[src/rtl/timer_arbiter_if.sv]
// Bundle of the timer_arbiter request/grant signals.
// master: the requester side (drives run/req/len); slave: the arbiter itself.
interface timer_arbiter_if #(
   parameter int unsigned N_REQ = 4,
   parameter int unsigned CNT_W = 4
);
   logic                   run;
   logic [N_REQ-1:0]       req;
   logic [N_REQ*CNT_W-1:0] len;
   logic [N_REQ-1:0]       grant;
   logic                   en;
   logic [CNT_W-1:0]       cnt;
   logic [N_REQ-1:0]       done;
   logic                   busy;

   modport master (
      output run, req, len,
      input  grant, en, cnt, done, busy
   );

   modport slave (
      input  run, req, len,
      output grant, en, cnt, done, busy
   );
endinterface

[src/rtl/timer_arbiter.sv]
// timer_arbiter: shares one timed-enable counter among N_REQ requesters.
// Each grant holds en high for the owner's latched length, then pulses done.
// Build option: define TIMER_ARB_RR_EN for round-robin arbitration; otherwise
// fixed priority (lowest index wins) and no pointer register is built.
module timer_arbiter #(
   parameter int unsigned N_REQ = 4,
   parameter int unsigned CNT_W = 4
) (
   input logic            clk,
   input logic            rst_n,
   timer_arbiter_if.slave bus
);

   localparam int unsigned IDX_W = (N_REQ > 1) ? $clog2(N_REQ) : 1;

   typedef enum logic [1:0] {
      StIdle  = 2'd0,
      StCount = 2'd1,
      StGap   = 2'd2
   } state_e;

   state_e             state_q, state_d;
   logic [N_REQ-1:0]   grant_q, grant_d;
   logic [N_REQ-1:0]   done_q, done_d;
   logic               en_q, en_d;
   logic               busy_q, busy_d;
   logic [CNT_W-1:0]   cnt_q, cnt_d;
   logic [CNT_W-1:0]   len_q, len_d;   // window length latched at grant
   logic [IDX_W-1:0]   owner_q, owner_d;

   logic [IDX_W-1:0]   win;
   logic [CNT_W-1:0]   win_len;

`ifdef TIMER_ARB_RR_EN
   logic [IDX_W-1:0]   ptr_q, ptr_d;
`endif

   // Winner search: first requester at or after the pointer (RR) or from index 0.
   always_comb begin
      int unsigned idx;
      logic        found;
      idx   = 0;
      found = 1'b0;
      win   = '0;
      for (int unsigned i = 0; i < N_REQ; i++) begin
`ifdef TIMER_ARB_RR_EN
         idx = (32'(ptr_q) + i) % N_REQ;
`else
         idx = i;
`endif
         if (!found && bus.req[idx]) begin
            win   = IDX_W'(idx);
            found = 1'b1;
         end
      end
      win_len = bus.len[32'(win)*CNT_W +: CNT_W];
   end

   // Next-state and output logic; run=0 holds everything except done.
   always_comb begin
      state_d = state_q;
      grant_d = grant_q;
      en_d    = en_q;
      cnt_d   = cnt_q;
      len_d   = len_q;
      owner_d = owner_q;
      done_d  = '0;
`ifdef TIMER_ARB_RR_EN
      ptr_d   = ptr_q;
`endif
      if (bus.run) begin
         unique case (state_q)
            StIdle: begin
               if (|bus.req) begin
                  owner_d      = win;
                  len_d        = win_len;
                  grant_d      = '0;
                  grant_d[win] = 1'b1;
                  cnt_d        = '0;
`ifdef TIMER_ARB_RR_EN
                  ptr_d = (win == IDX_W'(N_REQ - 1)) ? '0 : win + 1'b1;
`endif
                  if (win_len != '0) begin
                     en_d    = 1'b1;
                     state_d = StCount;
                  end else begin
                     // Zero-length window: complete at once, grant cleared in GAP.
                     done_d[win] = 1'b1;
                     state_d     = StGap;
                  end
               end
            end
            StCount: begin
               if (cnt_q == len_q - 1'b1) begin
                  cnt_d           = '0;
                  en_d            = 1'b0;
                  grant_d         = '0;
                  done_d[owner_q] = 1'b1;
                  state_d         = StGap;
               end else begin
                  cnt_d = cnt_q + 1'b1;
               end
            end
            StGap: begin
               grant_d = '0;
               state_d = StIdle;
            end
            default: begin
               state_d = StIdle;
            end
         endcase
      end
      busy_d = (state_d != StIdle);
   end

   // State and registered outputs.
   always_ff @(posedge clk or negedge rst_n) begin
      if (!rst_n) begin
         state_q <= StIdle;
         grant_q <= '0;
         done_q  <= '0;
         en_q    <= 1'b0;
         busy_q  <= 1'b0;
         cnt_q   <= '0;
         len_q   <= '0;
         owner_q <= '0;
      end else begin
         state_q <= state_d;
         grant_q <= grant_d;
         done_q  <= done_d;
         en_q    <= en_d;
         busy_q  <= busy_d;
         cnt_q   <= cnt_d;
         len_q   <= len_d;
         owner_q <= owner_d;
      end
   end

`ifdef TIMER_ARB_RR_EN
   // Round-robin pointer.
   always_ff @(posedge clk or negedge rst_n) begin
      if (!rst_n) begin
         ptr_q <= '0;
      end else begin
         ptr_q <= ptr_d;
      end
   end
`endif

   assign bus.grant = grant_q;
   assign bus.done  = done_q;
   assign bus.en    = en_q;
   assign bus.busy  = busy_q;
   assign bus.cnt   = cnt_q;

endmodule
[src/flat_wrapper.sv]
// flat-port wrapper written by rule: the top's interface ports become plain ports
module timer_arbiter_flat 
#(
   parameter int unsigned N_REQ = 4,
   parameter int unsigned CNT_W = 4
)
  (clk, rst_n, bus_run, bus_req, bus_len, bus_grant, bus_en, bus_cnt, bus_done, bus_busy);
  timer_arbiter_if #(.N_REQ(N_REQ), .CNT_W(CNT_W)) bus_i ();
  input logic clk;
  input logic rst_n;
  input wire logic [$bits(bus_i.run)-1:0] bus_run;
  input wire logic [$bits(bus_i.req)-1:0] bus_req;
  input wire logic [$bits(bus_i.len)-1:0] bus_len;
  output wire logic [$bits(bus_i.grant)-1:0] bus_grant;
  output wire logic [$bits(bus_i.en)-1:0] bus_en;
  output wire logic [$bits(bus_i.cnt)-1:0] bus_cnt;
  output wire logic [$bits(bus_i.done)-1:0] bus_done;
  output wire logic [$bits(bus_i.busy)-1:0] bus_busy;
  assign bus_i.run = bus_run;
  assign bus_i.req = bus_req;
  assign bus_i.len = bus_len;
  assign bus_grant = bus_i.grant;
  assign bus_en = bus_i.en;
  assign bus_cnt = bus_i.cnt;
  assign bus_done = bus_i.done;
  assign bus_busy = bus_i.busy;
  timer_arbiter #(.N_REQ(N_REQ), .CNT_W(CNT_W)) u_core (.clk(clk), .rst_n(rst_n), .bus(bus_i));
endmodule
[config.mk]
export PLATFORM = sky130hd
export DESIGN_NAME = timer_arbiter_flat
export DESIGN_NICKNAME = d
export VERILOG_FILES = /design/src/rtl/timer_arbiter_if.sv /design/src/rtl/timer_arbiter.sv /design/src/flat_wrapper.sv
export SDC_FILE = /design/constraint.sdc
export NUM_CORES = 1
export LEC_CHECK = 0
export CAP_MARGIN = 20
export CELL_PAD_IN_SITES_DETAIL_PLACEMENT = 0
export CELL_PAD_IN_SITES_GLOBAL_PLACEMENT = 1
export CORE_ASPECT_RATIO = 0.8
export CORE_UTILIZATION = 32
export CTS_CLUSTER_DIAMETER = 80
export DETAILED_ROUTE_END_ITERATION = 6
export GPL_ROUTABILITY_DRIVEN = 1
export PLACE_DENSITY = 0.82
export SYNTH_ARGS = -nofsm -noshare
export SYNTH_HDL_FRONTEND = slang
export SYNTH_SLANG_ARGS = --single-unit
export TNS_END_PERCENT = 20
[constraint.sdc]
create_clock -name clk -period 1.6 [get_ports clk]
set_input_delay 0.24 -clock clk [delete_from_list [all_inputs] [get_ports clk]]
set_output_delay 0.24 -clock clk [all_outputs]
set_load 0.01 [all_outputs]
==> impl_metrics.csv <==
group,metric,value,unit
outcome,status,"complete, but fails checks",
outcome,violations,"negative setup slack",
final_layout,drive_above_1_share,35.7,%
min_path,worst_hold_path_type,"in -> async",
drt,dr.pass1.iters,4,
critical_path,required,1.74,ns
floorplanning,die_y,61.5,um
cts,path_clk_slew,0.08,ns
drt,num_vias,1410,
power_and_ir_drop,power_density,1470,mW/mm^2
power_and_ir_drop,worst_ir_drop_vdd,0.000611,V
cts,htreeDepth,1,
flow_run,cap_violations,0,
yosys,synthFlopType,"dfrtp_1",
cts,clockBufferDepth,2,
drt,wl,3650,um
drt,drt-initial-drc-count,47,
final_layout,post-route-util,54.4,%
drt,drc,0,
power_and_ir_drop,finalPower,3360,uW
critical_path,rr_endpoint,"u_core.bus.busy$_DFF_PN0_",
yosys,synth_edf_count,0,
yosys,yosysWarnings,0,
sta,rsz0062_at_grt,"true",
yosys,synth.distinct_cells,42,
drt,wl_per_cell,12.7,um
cts,hold_buffers,0,
yosys,syn_inst,153,
yosys,syn-cell-area,0.00142,sq mm
yosys,synth_seq_cells,22,
sta,setup_ws,-0.124,ns
global_route,grt_usage,16.9,%
yosys,synth_nets,181,
sta,drv_slew,0,
sta,min_period,1.72,ns
cts,numCtsBuffers,3,
floorplanning,core_area,0.00420,sq mm
floorplanning,start_util,33.7,%
sta,fmax,580,MHz
power_and_ir_drop,p_leak,0.00105,uW
final_layout,fillers,414,
sta,setup_viol,10,
sta,finalCritPeriodShare,108,%
global_route,grt_max_degree,23,
floorplanning,rows,21,
placed_design,place_ws,-0.626,ns
placed_design,portBuffers,36,
yosys,syn_area_per_cell,9.26,sq um
final_layout,areaGrowthSynthToFinish,61.5,%
critical_path,r2r_cells,6,
floorplanning,dieArea,0.00470,sq mm
global_route,antenna_found_initial,0,
sta,worst-slew-pin-transition,0.312,ns
sta,whs,0.321,ns
final_layout,finalNetCount,259,
critical_path,setup.worst_path.start_class,"flip-flop",
global_route,grt_pass1_wl,6150,um
critical_path,critPathMaxFanout,3,
drt,ant_nets,0,
floorplanning,die_w,76.4,um
placed_design,routabilityCongestion,0.824,
cts,cts_root_buf,"clkbuf_8",
sta,fin_worst_skew,0.00459,ns
yosys,async_reset_ff_share,100,%
global_route,grt_pass1_vias,1310,
final_layout,n_antenna_cell,0,
global_route,grt.overflow.total,0,
critical_path,r2r_slack,-0.12,ns
critical_path,crit_path_end_kind,"flip-flop",
sta,slew_headroom,79.2,%
cts,insertion_delay,0.27,ns
cts,cts.sinks,22,
sta,hold_violations,0,
critical_path,timing.rr.start,"u_core.len_q[1]$_DFFE_PN0P_",
floorplanning,pin_count,37,
yosys,ys_seq_area_share,38.9,%
placed_design,dp_hpwl,2880,um
critical_path,cp.arrival,1.87,ns
cts,cts_tree,"yes",
drt,routed_via_density,4.91,
critical_path,worstSetupPathType,"reg -> reg",
## placed cells by master, fill, tap and decap left out, types with 3 or more instances in the layout
cell,synthesis,layout
nor2_1,12,10
a22oi_1,5,5
o21ai_0,15,12
a21oi_1,3,3
o211ai_1,3,3
inv_1,9,7
mux2_2,4,4
clkbuf_8,0,4
dfrtp_1,22,22
nand2_1,18,16
nor2b_1,3,3
o21ai_2,2,5
ha_1,5,3
nand2b_1,3,3
nor4_2,1,3
dlygate4sd2_1,0,13
buf_4,0,41
clkdlybuf4s50_1,0,19
## state kept, by name, indices dropped and copies added (netlist names)
name,flops
u_core.owner_q,2
u_core.state_q,2
u_core.bus.en,1
u_core.bus.busy,1
u_core.bus.done,4
u_core.bus.grant,4
u_core.bus.cnt,4
u_core.len_q,4
## cell type report
cell class,count,area [sq um],share of cell area [%]
Clock buffer,4,55.1,2.41
Inverter,9,33.8,1.48
Multi-Input combinational cell,118,920,40.2
Sequential cell,22,551,24.1
Tap cell,57,71.3,3.12
Timing Repair Buffer,77,657,28.7
## power by group
part	switching, uW	leakage [uW]	total, uW	internal [uW]
clock	183	0.0000288	403	220
sequential	151	0.000281	920	769
combinational	972	0.000740	2030	1060
## per-stage QoR
stage	TNS [ns]	cell area (sq um)	std cells
after global placement	-9.44	2140	282
final	-0.516	2290	287
after CTS	-0.652	2270	287
after floorplan	-0.351	1440	153
after global routing	-1.71	2290	287
after detailed placement	-9.68	2140	282
## cells by family after synthesis
| group | Yosys count | synth area share (%) |
|---|---|---|
| AOI/OAI and AO/OA | 44 | 21.4 |
| xor gates and xnor gates | 5 | 4.06 |
| adders and majority gates | 5 | 4.42 |
| buffers and inverters | 13 | 4.59 |
| DFF | 22 | 38.9 |
| muxes | 6 | 4.59 |
| and+or+nand+nor | 58 | 22.1 |
## worst max-delay path, stage by stage (launching register included)
cell and delay, ns:
dfrtp_1 0.39, buf_4 0.14, nor3_2 0.22, xnor2_2 0.14
nor3_2 0.25, o21ai_2 0.10, or3b_1 0.36
## metal layers
layer	global-route usage [%]	routed length, um	vias to the layer above	part of all wire, %
met5	0	0	-	0
met1	22.5	1770	654	48
met4	2.47	19	0	0.52
met2	29.9	1690	35	46
met3	3.26	168	3	4.6
li1	-	-	718	-
## worst max-delay path by stage
stage | from | end | slack (ns)
3_3_place_gp | bus_len[7] | u_core.bus.busy$_DFF_PN0_ | -0.60
5_1_grt | u_core.len_q[1]$_DFFE_PN0P_ | u_core.bus.busy$_DFF_PN0_ | -0.17
4_1_cts | u_core.len_q[0]$_DFFE_PN0P_ | u_core.bus.busy$_DFF_PN0_ | -0.12
6_report | u_core.len_q[1]$_DFFE_PN0P_ | u_core.bus.busy$_DFF_PN0_ | -0.12
3_5_place_dp | bus_req[1] | u_core.bus.busy$_DFF_PN0_ | -0.63
2_1_floorplan | u_core.len_q[0]$_DFFE_PN0P_ | u_core.bus.grant[0]$_DFFE_PN0P_ | -0.07
## what timing repair did
item	4_1_cts	5_1_grt
endpoints found under the setup margin	18	17
pin swaps	13	1
resized for setup	34	8
buffers inserted	1	0
## synth_stat cells, types with 3 or more instances
cell type  instances  area (sq um)
a21oi_1            3          15.0
a22oi_1            5          37.5
dfrtp_1           22           551
ha_1               5          62.6
inv_1              9          33.8
mux2_2             4          45.0
nand2_1           18          67.6
nand2b_1           3          18.8
nand3_1            4          20.0
nor2_1            12          45.0
nor2b_1            3          18.8
nor3_1             4          20.0
o211ai_1           3          22.5
o21ai_0           15          75.1
o32ai_1            4          35.0
No activity file was read; power rests on OpenSTA's default activity.
